$ cat src/rtl/fir_decim_buf_if.sv
// Sample-in / averaged-out signal bundle for fir_decim_buf.
// DEPTH must match the DEPTH of the attached fir_decim_buf.
interface fir_decim_buf_if #(
  parameter int DEPTH = 4
) ();
  logic                     in_en;
  logic [9:0]               din;
  logic                     out_valid;
  logic                     out_ready;
  logic [9:0]               dout;
  logic [$clog2(DEPTH):0]   fill;
  logic                     overflow;

  modport master (
    output in_en, din, out_ready,
    input  out_valid, dout, fill, overflow
  );

  modport slave (
    input  in_en, din, out_ready,
    output out_valid, dout, fill, overflow
  );
endinterface

$ cat src/rtl/fir_decim_buf.sv
// Decimating averager: sums DECIM accepted samples, pushes the truncated mean
// into a first-word-fall-through FIFO; drops and flags averages that find it full.
module fir_decim_buf #(
  parameter int DECIM = 4,
  parameter int DEPTH = 4
) (
  input  logic          clk,
  input  logic          rst,
  fir_decim_buf_if.slave bus
);
  localparam int LGM = $clog2(DECIM);
  localparam int LGD = $clog2(DEPTH);

  logic [9+LGM:0] r_acc;
  logic [LGM-1:0] r_cnt;
  logic [9:0]     r_mem [DEPTH];
  logic [LGD-1:0] r_wr;
  logic [LGD-1:0] r_rd;
  logic [LGD:0]   r_fill;
  logic           r_ovf;

  logic [9+LGM:0] w_sum;
  logic [9:0]     w_avg;
  logic           w_last;
  logic           w_pop;
  logic           w_full;
  logic           w_wr_en;

  always_comb begin
    w_sum   = r_acc + {{LGM{1'b0}}, bus.din};
    w_avg   = w_sum[9+LGM:LGM];
    w_last  = bus.in_en && (r_cnt == LGM'(DECIM - 1));
    w_pop   = (r_fill != '0) && bus.out_ready;
    w_full  = (r_fill == (LGD+1)'(DEPTH));
    // A pop on the same edge frees the head slot, so a full FIFO still accepts.
    w_wr_en = w_last && (!w_full || w_pop);
  end

  always_comb begin
    bus.out_valid = (r_fill != '0);
    bus.dout      = (r_fill != '0) ? r_mem[r_rd] : '0;
    bus.fill      = r_fill;
    bus.overflow  = r_ovf;
  end

  always_ff @(posedge clk) begin
    if (rst) begin
      r_acc  <= '0;
      r_cnt  <= '0;
      r_wr   <= '0;
      r_rd   <= '0;
      r_fill <= '0;
      r_ovf  <= 1'b0;
    end else begin
      if (bus.in_en) begin
        if (w_last) begin
          r_acc <= '0;
          r_cnt <= '0;
        end else begin
          r_acc <= w_sum;
          r_cnt <= r_cnt + 1'b1;
        end
      end
      if (w_wr_en) r_wr <= r_wr + 1'b1;
      if (w_pop)   r_rd <= r_rd + 1'b1;
      if (w_wr_en && !w_pop)      r_fill <= r_fill + 1'b1;
      else if (!w_wr_en && w_pop) r_fill <= r_fill - 1'b1;
      if (w_last && w_full && !w_pop) r_ovf <= 1'b1;
    end
  end

  always_ff @(posedge clk) begin
    if (!rst && w_wr_en) r_mem[r_wr] <= w_avg;
  end
endmodule

$ cat src/flat_wrapper.sv
// flat-port wrapper written by rule: the top's interface ports become plain ports
module fir_decim_buf_flat 
#(
  parameter int DECIM = 4,
  parameter int DEPTH = 4
)
  (clk, rst, bus_in_en, bus_din, bus_out_ready, bus_out_valid, bus_dout, bus_fill, bus_overflow);
  fir_decim_buf_if #(.DEPTH(DEPTH)) bus_i ();
  input  logic clk;
  input  logic rst;
  input wire logic [$bits(bus_i.in_en)-1:0] bus_in_en;
  input wire logic [$bits(bus_i.din)-1:0] bus_din;
  input wire logic [$bits(bus_i.out_ready)-1:0] bus_out_ready;
  output wire logic [$bits(bus_i.out_valid)-1:0] bus_out_valid;
  output wire logic [$bits(bus_i.dout)-1:0] bus_dout;
  output wire logic [$bits(bus_i.fill)-1:0] bus_fill;
  output wire logic [$bits(bus_i.overflow)-1:0] bus_overflow;
  assign bus_i.in_en = bus_in_en;
  assign bus_i.din = bus_din;
  assign bus_i.out_ready = bus_out_ready;
  assign bus_out_valid = bus_i.out_valid;
  assign bus_dout = bus_i.dout;
  assign bus_fill = bus_i.fill;
  assign bus_overflow = bus_i.overflow;
  fir_decim_buf #(.DECIM(DECIM), .DEPTH(DEPTH)) u_core (.clk(clk), .rst(rst), .bus(bus_i));
endmodule
$ cat config.mk
export PLATFORM = sky130hd
export DESIGN_NAME = fir_decim_buf_flat
export DESIGN_NICKNAME = d
export VERILOG_FILES = /design/src/rtl/fir_decim_buf_if.sv /design/src/rtl/fir_decim_buf.sv /design/src/flat_wrapper.sv
export SDC_FILE = /design/constraint.sdc
export NUM_CORES = 1
export LEC_CHECK = 0
export BUFFER_PORTS_ARGS = -buffer_cell sky130_fd_sc_hd__buf_2
export CAP_MARGIN = 30
export CORE_MARGIN = 4
export CORE_UTILIZATION = 59
export CTS_CLUSTER_SIZE = 20
export DETAILED_ROUTE_END_ITERATION = 12
export PLACE_DENSITY = 0.79
export SETUP_SLACK_MARGIN = 0.05
export SYNTH_ARGS = -nofsm -noshare
export SYNTH_HDL_FRONTEND = slang
export SYNTH_SLANG_ARGS = --single-unit
$ cat constraint.sdc
create_clock -name clk -period 2.7 [get_ports clk]
set_input_delay 0.405 -clock clk [delete_from_list [all_inputs] [get_ports clk]]
set_output_delay 0.405 -clock clk [all_outputs]
set_load 0.005 [all_outputs]
=== Yosys cells after proc, flatten, opt, wreduce, memory -nomap -nowiden ===
Memory sizes are Yosys's and may differ from the RTL's. A register that Yosys moved wholly into a read port is not among the register bits.
Cells that the tools add are included.

* Logic and storage cells: 39
* Memories kept: 1
* Input bits: 14
* Register bits after elaboration: 22
* RAM bits: 40
* Output and inout port bits: 15

{| class="wikitable"
|+ Memories
! name !! words !! bits a word !! rd ports !! clocked after Yosys merged registers in !! write ports !! line !! source
|-
| u_core.r_mem || 4 || 10 || 1 || 1 || 1 || fir_decim_buf.sv:16 || <nowiki>logic [9:0] r_mem [DEPTH];</nowiki>
|}

* Reduce and logical (&&, ||, !) cells: 15
* Add/subtract/negate cells: 6
* Equality and inequality tests: 2
* Multiplexer cells: 9

{| class="wikitable"
|+ Operators with widths
! cell !! number
|-
| adder 12 x 10 -> 12 bit || 1
|-
| two-way mux 12 bit || 1
|-
| two-way mux 10 bit || 1
|-
| logical AND 1 bit || 8
|-
| adder 2 x 1 -> 2 bit, second input constant || 3
|-
| two-way mux 2 bit || 3
|-
| two-way mux 3 bit || 2
|-
| logical NOT 1 bit || 4
|-
| adder 3 x 1 -> 3 bit, second input constant || 1
|-
| equality test 3 bit, second input constant || 1
|-
| nonzero test 3 bit || 1
|-
| subtractor 3 x 1 -> 3 bit, second input constant || 1
|-
| equality test 2 bit, second input constant || 1
|-
| two-way mux 1 bit || 2
|-
| nonzero test 2 bit || 1
|-
| logical OR 1 bit || 1
|}

=== Logic depth before layout (Yosys ltp) ===
* Depth after elaboration: 8
* Mapped depth: 9
* Mapped depth without buffers: 9

=== Worst setup path after synthesis ===
OpenSTA, ideal clock, no wires.

* Kind: flip-flop to flip-flop
* From: register u_core.r_cnt[0]
* To: register u_core.r_fill[2] (netlist: u_core.bus.fill[2])
* Setup time: 71 ps
* Clock period less this slack: 2,146 ps
* Data required time: 2,629 ps
* Data arrival time: 2,075 ps
* Setup slack: 554 ps
* Stages on the path, launching flop included: 10
* Path buffers: 0
* Path through: dfxtp_1 -> ha_1 -> nand2_1 -> nor2_1 -> ha_1 -> inv_1 -> fa_1 -> xor2_1 -> or3_1 -> a21oi_1

* Cells in the longest elaborated chain, start to end: 6
* Elaborated cells between the ends (all ways): 8
* Those cells by class: eq/ne (1); mux (1); reduce/logical (6)

{| class="wikitable"
|+ Ends and longest elaborated chain
! what !! line !! source
|-
| from (decl) || fir_decim_buf.sv:15 || <nowiki>logic [LGM-1:0] r_cnt;</nowiki>
|-
| from (signal assigned) || fir_decim_buf.sv:61 || <nowiki>r_cnt <= r_cnt + 1'b1;</nowiki>
|-
| equality test 2 bit (*) || fir_decim_buf.sv:32 || <nowiki>w_last = bus.in_en && (r_cnt == LGM'(DECIM - 1));</nowiki>
|-
| logical AND 1 bit (*) || fir_decim_buf.sv:32 ||
|-
| logical AND 1 bit (*) || fir_decim_buf.sv:36 || <nowiki>w_wr_en = w_last && (!w_full || w_pop);</nowiki>
|-
| logical NOT 1 bit || fir_decim_buf.sv:67 || <nowiki>else if (!w_wr_en && w_pop) r_fill <= r_fill - 1'b1;</nowiki>
|-
| logical AND 1 bit || fir_decim_buf.sv:67 ||
|-
| nonzero test 2 bit (no source line) || n/a ||
|-
| to (signal assigned) || fir_decim_buf.sv:66 || <nowiki>if (w_wr_en && !w_pop) r_fill <= r_fill + 1'b1;</nowiki>
|-
| to (signal assigned) || fir_decim_buf.sv:67 ||
|-
| to (decl) || fir_decim_buf.sv:19 || <nowiki>logic [LGD:0] r_fill;</nowiki>
|}

Every way passes the cells marked *; elsewhere a longest branch is shown, timed or not.
A chain may end at the register's enable or synchronous reset.

=== Worst setup path in the final report ===
Ends and elaborated chain as after synthesis.

==> results.sh <==
export IMPL_crit_path_start_kind="register"
export IMPL_route_vias_total=2007
export IMPL_detail_route_wirelength_microns=5630
export IMPL_dpl_hpwl_microns=4050
export IMPL_power_per_cell_area_nw_per_um2=852
export IMPL_power_switching_mw=0.888
export IMPL_max_clock_buf_depth=2
export IMPL_placement_setup_worst_slack_ns=0.365
export IMPL_syn_to_final_growth_pct=14.1
export IMPL_synth_cell_area_sq_um=3100
export IMPL_peak_fanout_along_the_critical_path=7
export IMPL_yosysSeqAreaShare_pct=54.2
export IMPL_ys_dominant_reg_cell="sky130_fd_sc_hd__edfxtp_1"
export IMPL_grt_max_degree=27
export IMPL_yosys_register_bits=64
export IMPL_drtPass1Iterations=4
export IMPL_timing_final_setup_violations=0
export IMPL_synthDominantCellAreaShare_pct=38.7
export IMPL_full_die_area_sq_um=6480
export IMPL_synth_edff_count=40
export IMPL_syn_num_nets=289
export IMPL_vdd_ir_drop_worst_uv=538
export IMPL_max_clock_freq_mhz=417
export IMPL_antennaDiodeCount=0
export IMPL_cts_inserted_buffers=9
export IMPL_setup_tns_final_ns=0
export IMPL_ys_top_cells_by_count="sky130_fd_sc_hd__edfxtp_1 (40), sky130_fd_sc_hd__dfxtp_1 (24), sky130_fd_sc_hd__nor2_1 (24)"
export IMPL_async_flop_share_pct=0
export IMPL_die_h_microns=80.5
export IMPL_final_setup_worst_slack_ns=0.300
export IMPL_run_status="finished, final reports clean"
export IMPL_power_leakage_nw=1.40
export IMPL_antenna_found_initial=0
export IMPL_crit_required_ns=2.96
export IMPL_final_max_slew_viol_count=0
export IMPL_synth_most_common_cell="sky130_fd_sc_hd__edfxtp_1"
export IMPL_die_width_microns=80.5
export IMPL_i_o_pin_cnt=29
export IMPL_worst_slew_margin_rel_pct=60.4
export IMPL_wire_per_inst_microns=15.3
export IMPL_hold_violations=0
export IMPL_clock_tree_htree_level_count=3
export IMPL_drive_gt1_share_pct=21.2
export IMPL_grt_util_all_layers_pct=19.2
export IMPL_grt_pass1_wl_microns=9150
export IMPL_drt_iter0_markers=83
export IMPL_power_total_mw=3.02
export IMPL_internal_pwr_total_mw=2.13
export IMPL_finalCriticalPeriod_ns=2.40
export IMPL_yosysTopAreaCell="sky130_fd_sc_hd__edfxtp_1"
export IMPL_setup_worst_path_class="reg2reg"
export IMPL_syn_area_cell_sq_um=12.1
export IMPL_dpl_instance_area_sq_um=3330
export IMPL_tritoncts_num_sinks=64
export IMPL_design_area_sq_um=3540
export IMPL_fraction_of_power_spent_switching_nets_pct=29.4
export IMPL_synthCells=257
export IMPL_filler_cell_count=368
export IMPL_postRouteAntennaNets=0
export IMPL_rsz0062_at_grt="false"
export IMPL_yosys_cell_types_count=47
export IMPL_cts_tree="done"
export IMPL_yosys_warnings=0
export IMPL_detail_route_drc_violations=0
export IMPL_via_per_inst=5.47
export IMPL_cts_resized_gates=0
export IMPL_first_global_vias=1911
export IMPL_initial_utilization_pct=60.8
export IMPL_worstSkewPairLatency_ns=0.33
export IMPL_clock_power_share_pct=28.9
export IMPL_timing_critical_path_arrival_ns=2.66
export IMPL_buffer_ports_inserted=28
export IMPL_cts_root_buffer="sky130_fd_sc_hd__clkbuf_8"
export IMPL_final_setup_skew_ns=0.00698
export IMPL_fp_coreArea_sq_um=5110
export IMPL_min_path_type="in2reg"
export IMPL_post_cts_buffers=0
export IMPL_final_net_count=324
export IMPL_min_period_over_period_pct=88.9
export IMPL_endpoint_kind="register"
export IMPL_synth_top_cells_by_area="sky130_fd_sc_hd__edfxtp_1 (39%), sky130_fd_sc_hd__dfxtp_1 (15%), sky130_fd_sc_hd__mux4_2 (7.3%)"
export IMPL_rows=26
export IMPL_clk_pin_slew_worst_paths_ns=0.07
export IMPL_cts_hold_buf=0
export IMPL_seq_power_share_pct=41.5
export IMPL_tightest_slew_ns=0.586
export IMPL_place_congestion=0.846
export IMPL_max_cap_violations=0
export IMPL_grt_remaining_overflow=0
export IMPL_power_frac_comb_pct=29.6
## metrics by stage
step | hold WS, ns | std cells | util [%]
floorplan | 0.445 | 257 | -
global placement | 0.456 | 351 | 65.2
detailed placement | 0.466 | 351 | 65.2
CTS | 0.439 | 367 | 69.3
global route | 0.443 | 367 | 69.3
finish | 0.441 | 367 | 69.3
## cell usage in the layout, fill, tap and decap left out, types with 2 or more instances in the layout
cell and instances:
sky130_fd_sc_hd__buf_2 28, sky130_fd_sc_hd__and2_1 16, sky130_fd_sc_hd__o21ai_0 8, sky130_fd_sc_hd__a22oi_1 5, sky130_fd_sc_hd__o221ai_1 2, sky130_fd_sc_hd__mux2i_1 4
sky130_fd_sc_hd__o211ai_1 3, sky130_fd_sc_hd__xor2_1 6, sky130_fd_sc_hd__a21oi_1 12, sky130_fd_sc_hd__dfxtp_1 24, sky130_fd_sc_hd__fa_1 2, sky130_fd_sc_hd__nor3_1 5
sky130_fd_sc_hd__xnor2_1 5, sky130_fd_sc_hd__clkinvlp_4 2, sky130_fd_sc_hd__clkinv_2 2, sky130_fd_sc_hd__nand2_1 15, sky130_fd_sc_hd__nor2b_1 3, sky130_fd_sc_hd__nor2_1 24
sky130_fd_sc_hd__or3_2 2, sky130_fd_sc_hd__buf_4 4, sky130_fd_sc_hd__bufinv_16 2, sky130_fd_sc_hd__clkbuf_8 9, sky130_fd_sc_hd__nand2b_1 4, sky130_fd_sc_hd__edfxtp_1 40
sky130_fd_sc_hd__o21a_1 2, sky130_fd_sc_hd__inv_1 12, sky130_fd_sc_hd__mux4_2 10, sky130_fd_sc_hd__ha_1 16, sky130_fd_sc_hd__o211a_1 2, sky130_fd_sc_hd__nor3b_1 2
sky130_fd_sc_hd__nand3_1 5, sky130_fd_sc_hd__or3_1 3
## state kept, by name, summed over array words and instances, names as in the netlist, named ones only
register and cells:
u_core.bus.overflow 1, u_core.r_mem 40, u_core.r_wr 2, u_core.r_cnt 2, u_core.bus.fill 3, u_core.r_rd 2, u_core.r_acc 12
## power groups by stage
stage	combinational (mW)	sequential [mW]	clock (mW)
3_3_place_gp	0.874	1.27	0
5_1_grt	0.994	1.27	0.932
3_5_place_dp	0.899	1.27	0
6_report	0.893	1.25	0.872
4_1_cts	0.904	1.25	0.884
2_1_floorplan	0.627	1.24	0
## per-layer routing
metal	track usage [%]	wire length (microns)	share of wire, %	up-vias
met5	0	0	0	-
met3	3.03	237	4.2	5
met2	30.8	2750	49	41
met1	25.5	2590	46	948
li1	-	-	-	1013
met4	8.78	49	0.87	0
## critical path, cell delays in order, from the launching register on
cell                      delay [ns]
sky130_fd_sc_hd__dfxtp_1        0.35
sky130_fd_sc_hd__ha_1           0.31
sky130_fd_sc_hd__nand2_1        0.12
sky130_fd_sc_hd__nor2_1         0.26
sky130_fd_sc_hd__ha_1           0.25
sky130_fd_sc_hd__inv_1          0.06
sky130_fd_sc_hd__fa_1           0.37
sky130_fd_sc_hd__xor2_1         0.17
sky130_fd_sc_hd__or3_1          0.30
sky130_fd_sc_hd__a21oi_1        0.14
## path summary, 6_finish.rpt
kind	from	to	slack, ns	depth (start not counted)
setup / recovery	u_core.r_cnt[0]	u_core.bus.fill[2]	0.30	9
setup reg to reg	u_core.r_cnt[0]	u_core.bus.fill[2]	0.30	9
hold / removal	bus_in_en	u_core.r_cnt[1]	0.44	3
hold reg to reg	u_core.r_acc[4]	u_core.r_acc[4]	0.47	2
## layout make-up
cell class | count | area (sq um) | area share, %
inverters | 12 | 45.0 | 1.27
well taps | 70 | 87.6 | 2.47
repair buffers | 32 | 170 | 4.81
clock inverters | 6 | 85.1 | 2.40
flip-flops and latches | 64 | 1680 | 47.5
clock buffers | 10 | 128 | 3.60
multi-input cells | 173 | 1340 | 38.0
## kinds of logic after synthesis
kind of cell             Yosys count  synth area share [%]
multiplexers                      14                  8.55
flip-flops                        64                  54.2
AND/OR/NAND/NOR                   85                  14.2
XOR/XNOR                          11                  3.10
buffers and inverters             20                  2.50
AO/OA/AOI/OAI                     45                  9.76
adder cells (fa/ha/maj)           18                  7.74
No activity file was read; power rests on OpenSTA's default activity.
